**config.mk**
```make
export PLATFORM = sky130hd
export DESIGN_NAME = axis_hit_splitter
export DESIGN_NICKNAME = d
export VERILOG_FILES = /design/src/rtl/axis_hit_pkg.sv /design/src/rtl/axis_hit_splitter_lsb_priority_encoder.sv /design/src/rtl/axis_hit_splitter.sv
export SDC_FILE = /design/constraint.sdc
export NUM_CORES = 1
export LEC_CHECK = 0
export CAP_MARGIN = 10
export CELL_PAD_IN_SITES_DETAIL_PLACEMENT = 1
export CELL_PAD_IN_SITES_GLOBAL_PLACEMENT = 2
export CORE_MARGIN = 3
export CORE_UTILIZATION = 25
export CTS_BUF_LIST = sky130_fd_sc_hd__clkbuf_2 sky130_fd_sc_hd__clkbuf_4 sky130_fd_sc_hd__clkbuf_8
export DETAILED_ROUTE_END_ITERATION = 12
export PLACE_DENSITY_LB_ADDON = 0.1
export SETUP_SLACK_MARGIN = 0.05
export SLEW_MARGIN = 20
export SYNTH_ARGS = -nofsm -noshare
export SYNTH_HDL_FRONTEND = slang
export SYNTH_SLANG_ARGS = --single-unit
```
**constraint.sdc**
```tcl
create_clock -name aclk -period 3.3 [get_ports aclk]
set_input_delay 0.33 -clock aclk [delete_from_list [all_inputs] [get_ports aclk]]
set_output_delay 0.33 -clock aclk [all_outputs]
set_load 0.02 [all_outputs]
```
**src/rtl/axis_hit_pkg.sv**
```systemverilog
// Shared widths, constants and state encoding for the hit splitter.
// Referenced by axis_hit_splitter (optional macro AXIS_HIT_SPLITTER_EMPTY_BEAT_EN).
package axis_hit_pkg;

  localparam int MASK_WIDTH = 66;
  localparam int HDR_WIDTH  = 62;
  localparam int IDX_WIDTH  = 7;
  localparam int STS_WIDTH  = 16;
  localparam int CFG_WIDTH  = 8;

  // Output beat layout: {2'b00, header, index byte}
  localparam int OUT_IDX_LSB = 0;
  localparam int OUT_IDX_W   = 8;
  localparam int OUT_HDR_LSB = OUT_IDX_LSB + OUT_IDX_W;
  localparam int OUT_PAD_LSB = OUT_HDR_LSB + HDR_WIDTH;
  localparam int OUT_W       = 72;

  localparam logic [OUT_IDX_W-1:0] EMPTY_IDX = 8'h7F;

  typedef enum logic {
    ST_IDLE = 1'b0,
    ST_SCAN = 1'b1
  } state_t;

endpackage

```
**src/rtl/axis_hit_splitter_lsb_priority_encoder.sv**
```systemverilog
// Combinational lowest-set-bit finder: index, one-hot of that bit, and any-set flag.
module lsb_priority_encoder
  import axis_hit_pkg::*;
(
  input  logic [MASK_WIDTH-1:0] mask,
  output logic [IDX_WIDTH-1:0]  idx,
  output logic [MASK_WIDTH-1:0] onehot,
  output logic                  any
);

  always_comb begin
    idx = '0;
    // Scan downward so the lowest set bit wins.
    for (int i = MASK_WIDTH - 1; i >= 0; i--) begin
      if (mask[i]) idx = i[IDX_WIDTH-1:0];
    end
  end

  assign onehot = mask & (~mask + MASK_WIDTH'(1));
  assign any    = |mask;

endmodule

```
**src/rtl/axis_hit_splitter.sv**
```systemverilog
// Splits a merged 128-bit window word into one AXI-Stream beat per set mask bit.
// Optional macro AXIS_HIT_SPLITTER_EMPTY_BEAT_EN: zero-mask words emit one marker beat (index 0x7F).
module axis_hit_splitter
  import axis_hit_pkg::*;
(
  input  logic                          aclk,
  input  logic                          areset,
  input  logic [CFG_WIDTH-1:0]          cfg,
  input  logic [MASK_WIDTH+HDR_WIDTH-1:0] s_axis_tdata,
  input  logic                          s_axis_tvalid,
  output logic                          s_axis_tready,
  output logic [OUT_W-1:0]              m_axis_tdata,
  output logic                          m_axis_tvalid,
  input  logic                          m_axis_tready,
  output logic                          m_axis_tlast,
  output logic [STS_WIDTH-1:0]          sts_truncated
);

  state_t                 state, state_d;
  logic [MASK_WIDTH-1:0]  mask_q, mask_d;
  logic [HDR_WIDTH-1:0]   hdr_q, hdr_d;
  logic [CFG_WIDTH-1:0]   limit_q, limit_d;
  logic [CFG_WIDTH-1:0]   count_q, count_d;
  logic [STS_WIDTH-1:0]   trunc_q, trunc_d;

  logic [IDX_WIDTH-1:0]   enc_idx;
  logic [MASK_WIDTH-1:0]  enc_onehot;
  logic                   enc_any;

  logic [MASK_WIDTH-1:0]  rest;
  logic [MASK_WIDTH-1:0]  new_mask;
  logic                   limit_hit;
  logic                   last;
  logic                   scan;
  logic                   fire;
  logic                   accept;
  logic                   word_busy;
  logic [OUT_IDX_W-1:0]   idx_field;

  lsb_priority_encoder u_enc (
    .mask   (mask_q),
    .idx    (enc_idx),
    .onehot (enc_onehot),
    .any    (enc_any)
  );

  assign scan      = (state == ST_SCAN);
  assign rest      = mask_q & ~enc_onehot;
  assign limit_hit = (limit_q != '0) && ((count_q + CFG_WIDTH'(1)) == limit_q);
  assign last      = (rest == '0) || limit_hit;
  assign fire      = scan && m_axis_tready;
  assign new_mask  = s_axis_tdata[MASK_WIDTH-1:0];

  // A new word may be taken on the final handshake of the current one.
  assign s_axis_tready = !scan || (last && m_axis_tready);
  assign accept        = s_axis_tvalid && s_axis_tready;

`ifdef AXIS_HIT_SPLITTER_EMPTY_BEAT_EN
  assign word_busy = 1'b1;
`else
  assign word_busy = |new_mask;
`endif

  always_comb begin
    state_d = state;
    mask_d  = mask_q;
    hdr_d   = hdr_q;
    limit_d = limit_q;
    count_d = count_q;
    trunc_d = trunc_q;

    if (fire) begin
      mask_d  = rest;
      count_d = count_q + CFG_WIDTH'(1);
      if (last) begin
        state_d = ST_IDLE;
        mask_d  = '0;
        if (limit_hit && (rest != '0) && (trunc_q != '1))
          trunc_d = trunc_q + STS_WIDTH'(1);
      end
    end

    if (accept) begin
      mask_d  = new_mask;
      hdr_d   = s_axis_tdata[MASK_WIDTH+HDR_WIDTH-1:MASK_WIDTH];
      limit_d = cfg;
      count_d = '0;
      state_d = word_busy ? ST_SCAN : ST_IDLE;
    end
  end

  always_ff @(posedge aclk) begin
    if (areset) begin
      state   <= ST_IDLE;
      mask_q  <= '0;
      hdr_q   <= '0;
      limit_q <= '0;
      count_q <= '0;
      trunc_q <= '0;
    end else begin
      state   <= state_d;
      mask_q  <= mask_d;
      hdr_q   <= hdr_d;
      limit_q <= limit_d;
      count_q <= count_d;
      trunc_q <= trunc_d;
    end
  end

  // An empty mask in SCAN only occurs for the window-boundary marker beat.
  assign idx_field     = enc_any ? OUT_IDX_W'(enc_idx) : EMPTY_IDX;
  assign m_axis_tdata  = {2'b00, hdr_q, idx_field};
  assign m_axis_tvalid = scan;
  assign m_axis_tlast  = scan && last;
  assign sts_truncated = trunc_q;

endmodule

```
# Word level (Yosys, flattened, before mapping)
# Index checks and enable logic that the tools add are counted.
# classes
n_addsub	3
n_eq_ne	2
mux	74
bitwise	4
reduce_logical	20
# ops
cell	count
$mux 7	67
$mux 66	3
$and 66x66->66	2
$not 66->66	2
$reduce_or 66->1	2
$add 66x1->66 const B	1
$logic_not 66->1	1
$reduce_bool 66->1	1
$add 16x1->16 const B	1
$ne 16x16->1 const B	1
$add 8x1->8 const B	1
$eq 8x8->1	1
$reduce_bool 8->1	1
$logic_and 1x1->1	7
$mux 1	4
$reduce_bool 2->1	2
$reduce_and 3->1	1
$logic_or 1x1->1	2
$reduce_and 2->1	1
$reduce_or 2->1	1
$logic_not 1->1	1
# word_totals
register_bits	161
out_inout_bits	91

# Depth between registers and ports, before layout
# logic_depth
word_depth	67
mapped_depth	16
depth_no_buf	10

# Cells and area by module
# From an unflattened synthesis, not the netlist that was laid out.
# unflattened
cells_unflattened	1024
area_unflattened_um2	8582.0
# modules_own_cells
module	n_inst	cells_each	area_per_inst_um2	seq_area_each_um2
axis_hit_splitter	1	774	7054.3	3223.1
lsb_priority_encoder	1	250	1527.7	0.0

# Worst setup path after synthesis
# Ideal clock, no wire load.
# synth_timing
kind	register -> register
from	reg mask_q[4]
to	reg trunc_q[1], in the netlist sts_truncated[1]
setup_ps	128
arrival_ps	3234
t_required_ps	3172
slack_ps	-62
stages_incl_launch_ff	15
n_path_buf	5
synth_period_minus_slack_ps	3362
path_cell_list	dfxtp_1 > buf_2 > or4_1 > buf_2 > nor4_4 > buf_2 > nand4_1 > o22a_1 > a211oi_1 > nand4_1 > o211ai_2 > buf_2 > buf_4 > mux2i_1 > nor2_1
# synth_between
elab_chain_len	9
word_cells_on_any_way	11
# synth_lines
element	line	source
start, declared	axis_hit_splitter.sv:20	logic [MASK_WIDTH-1:0] mask_q, mask_d;
start signal, assigned	axis_hit_splitter.sv:102	mask_q <= mask_d;
$not 66->66	axis_hit_splitter_lsb_priority_encoder.sv:19	assign onehot = mask & (~mask + MASK_WIDTH'(1));
$add 66x1->66	axis_hit_splitter_lsb_priority_encoder.sv:19	
$and 66x66->66	axis_hit_splitter_lsb_priority_encoder.sv:19	
$not 66->66	axis_hit_splitter.sv:48	assign rest = mask_q & ~enc_onehot;
$and 66x66->66 *	axis_hit_splitter.sv:48	
$reduce_bool 66->1	axis_hit_splitter.sv:78	if (limit_hit && (rest != '0) && (trunc_q != '1))
$logic_and 1x1->1 (2 in series)	axis_hit_splitter.sv:78	
$reduce_and 3->1 (no source line) *	n/a	
end signal, assigned	axis_hit_splitter.sv:106	trunc_q <= trunc_d;
end, declared	axis_hit_splitter.sv:24	logic [STS_WIDTH-1:0] trunc_q, trunc_d;
# Mark *: on every way between the ends. The rest lies on a longest branch, timed or not.
# A chain may end at the register's enable or synchronous reset.

# Worst setup path in the final report
# layout_timing
from	reg mask_q[8]
to	out s_axis_tready
# layout_between
elab_chain_len	9
# layout_lines
element	line	source
$not 66->66	axis_hit_splitter_lsb_priority_encoder.sv:19	
$add 66x1->66	axis_hit_splitter_lsb_priority_encoder.sv:19	
$and 66x66->66	axis_hit_splitter_lsb_priority_encoder.sv:19	
$not 66->66	axis_hit_splitter.sv:48	
$and 66x66->66 *	axis_hit_splitter.sv:48	
$logic_not 66->1 *	axis_hit_splitter.sv:50	assign last = (rest == '0) || limit_hit;
$logic_or 1x1->1 *	axis_hit_splitter.sv:50	
$logic_and 1x1->1 *	axis_hit_splitter.sv:55	assign s_axis_tready = !scan || (last && m_axis_tready);
$logic_or 1x1->1 *	axis_hit_splitter.sv:55	
end, declared	axis_hit_splitter.sv:11	output logic s_axis_tready,
# Marks and branches as above.

==> impl_metrics.toml <==
[status]
status = "finished, violations left"
violations = "setup timing"

[clock_network]
cts-root-buf = "clkbuf_8"
h-tree-depth = 4
clkSlewWorstSetupHoldPaths_ps = 100
clock_path_buffers = 2
numCtsBuffers = 17
cts_num_sinks = 161
cts_hold_buf = 0
insertion_delay_ps = 490
cts_tree = "built"

[timing]
hold_viol = 0
relSlewSlack = 0.0344
timing.hold.ws_ps = 319
clock_skew_ps = 17.8
rsz0062_at_grt = "true"
fin_ws_ps = -495
finalSetupTns_ps = -63290
fin_crit_sh = 1.15
setup_viol = 167
maxSlewViolCount = 0
fmax_ghz = 0.264
tightest_slew_ps = 1450
fin_crit_ps = 3790

[final_layout]
drive_gt1_frac = 0.411
multi_input_area_um2 = 6540
final_core_util = 0.477
area_growth_pct = 86.6
layout.nets = 1649
fill_cells = 3754
register_area_um2 = 3230

[flow_run]
timing.max_cap.violations = 0

[placed_design]
hpwlAfterDp_mm = 29.5
globalplace.congestion = 0.862
io_buffer_count = 227

[critical_path]
worstSetupPathType = "flip-flop to primary output"
crit_required_ps = 2970
end_kind = "primary output"
r2r-start = "mask_q[8]"
r2r_end = "mask_q[43]"
crit_path_start_kind = "flip-flop"
critPathArrivalTime_ps = 3460
crit_fanout = 4
r2r_cells = 16
rrSetupSlack_ps = -470

[routing]
vias = 10700
wire_per_inst_um = 23.6
dr.pass1.iters = 4
via_per_inst = 5.42
drtIter0Drc = 564
ant_nets = 0
post-route-drc-count = 0
drt_wl_total_mm = 46.5

[worst_hold_path]
worstHoldStart = "areset"
hold_depth = 2
hold_end = "sts_truncated[8]"
hold_class = "primary input to flip-flop"

[die]
die_h_um = 192
core.rowCount = 67
start_util = 0.255
die_w_um = 192
core_area_um2 = 33800
die_area_um2 = 36800
io_pins = 231

[grt]
grt_pass1_vias = 10800
grt-busiest-layer = "met2"
antenna_found_initial = 1
grt_pass1_wl_mm = 65.4
use_met3 = 0.0608
grt_use_met2 = 0.379
grt_use_met1 = 0.300
grt_usage = 0.230
overflow = 0
grt_max_degree = 78

[yosys]
synthArstFlopShare = 0
yosys_warnings = 0
seq_area_frac_synth = 0.373
syn_area_um2 = 8630
synth_edf_count = 0
synth_cells = 1073
yosysTopAreaCell = "dfxtp_1"
synth.area.top_cells = "dfxtp_1, o21ai_0, a21oi_1, nand3_1, nor2_1"
synthDistinctLibCells = 76
avgSynthCellArea_um2 = 8.04
ys_seq_elements = 161
synth_top_flop_cell = "dfxtp_1"
yosysTopAreaCellShare = 0.373

[power]
vdd_drop_max_mv = 0.241
power_density_nw_per_um2 = 405
p_leak_uw = 0.00593
==> layer usage <==
layer	vias up	share of wire
met1	5326	0.43
li1	4972	-
met3	66	0.063
met4	0	0.023
met5	-	0
met2	316	0.49
==> where the power goes <==
group	internal, uW	switching (uW)	total (uW)
clock network	718	866	1580
logic	1310	1440	2750
registers	2080	108	2180
total	4100	2410	6510
==> cell families after synthesis <==
group / after synthesis / synth area share
AO/OA/AOI/OAI: 386 / 0.293
AND/OR/NAND/NOR: 382 / 0.236
flip-flops: 161 / 0.373
buffers and inverters: 112 / 0.0631
XOR/XNOR: 20 / 0.0203
multiplexers: 8 / 0.0101
adder cells (fa/ha/maj): 3 / 0.00406
other: 1 / 0.000435
==> critical path, stage by stage, from the launching register on <==
cell and delay (ps):
dfxtp_4 370, or4_4 560, nor4_4 310, buf_6 170, buf_6 100, nand4_1 200
nor3_2 240, buf_4 140, o221a_4 210, nand4_1 130, o21a_2 270, inv_2 80
buf_6 100, buf_12 100
==> cell type report <==
| type | instances | area share |
|---|---|---|
| diodes | 2 | 0.000311 |
| clock buffers | 19 | 0.0159 |
| clock inverters | 13 | 0.00925 |
| inverters | 21 | 0.00490 |
| multi-input cells | 802 | 0.406 |
| flip-flops and latches | 161 | 0.201 |
| well taps | 448 | 0.0348 |
| repair buffers | 504 | 0.328 |
==> how the worst max path moves through the flow <==
stage	from	to	slack [ps]	cells past startpoint
2_1_floorplan	mask_q[48]	mask_q[31]	50	11
3_3_place_gp	mask_q[4]	sts_truncated[11]	-460	15
3_5_place_dp	mask_q[16]	mask_q[24]	-410	13
4_1_cts	mask_q[1]	s_axis_tready	-430	14
5_1_grt	mask_q[8]	m_axis_tlast	-600	12
6_report	mask_q[8]	s_axis_tready	-490	13
==> cells in the final DEF, fill, tap and decap left out, types with 9 or more instances in the layout <==
cell type        instances
a21oi_1                 52
a21oi_2                 47
a221o_1                 14
a22o_1                  29
buf_12                  32
buf_4                  184
buf_6                   42
buf_8                   11
clkbuf_16                9
clkbuf_8                18
clkdlybuf4s50_1        216
dfxtp_1                154
inv_1                   19
nand2_1                 32
nand3_1                 47
nand3_2                 24
nand3_4                 25
nand4_1                 16
nor2_1                  66
nor2_4                   9
nor2b_1                 10
nor3_1                  27
nor3_2                  16
nor4_1                  24
nor4_2                  10
o21ai_0                 31
o21ai_1                 36
o21ai_2                 67
o2bb2ai_2                9
o31ai_1                  9
xnor2_1                 12
==> state kept, by name, indices dropped and copies added, names as in the netlist <==
name,count
mask_q,66
hdr_q,62
sts_truncated,16
count_q,8
limit_q,8
m_axis_tvalid,1
==> repair_timing <==
action / CTS / global route
pin swaps: 57 / 177
endpoints found under the setup margin: 170 / 169
buffers inserted: 47 / 25
cloned: 15 / 15
gates resized for setup: 162 / 385
==> synthesized netlist by cell type, drive strengths merged, types with 10 or more instances <==
cell type / instances
dfxtp: 161
o21ai: 139
a21oi: 99
nand3: 96
nor2: 80
clkbuf: 55
nor3: 47
nor4: 40
nand2: 39
buf: 36
a22o: 29
inv: 21
nand4: 19
o31ai: 17
a221o: 14
or4: 13
xnor2: 12
o2bb2ai: 11
o41ai: 11
or3: 11
nor2b: 10
==> per-stage QoR <==
stage	instances	setup WS [ps]	power (uW)	cell area [um2]
after floorplan	1075	51.0	3150	8710
after global placement	1848	-460	4220	12700
after detailed placement	1848	-408	4230	12700
after CTS	1942	-426	6180	14500
after global routing	1968	-598	6810	16100
final	1970	-495	6510	16100
No activity file was read; power rests on OpenSTA's default activity.
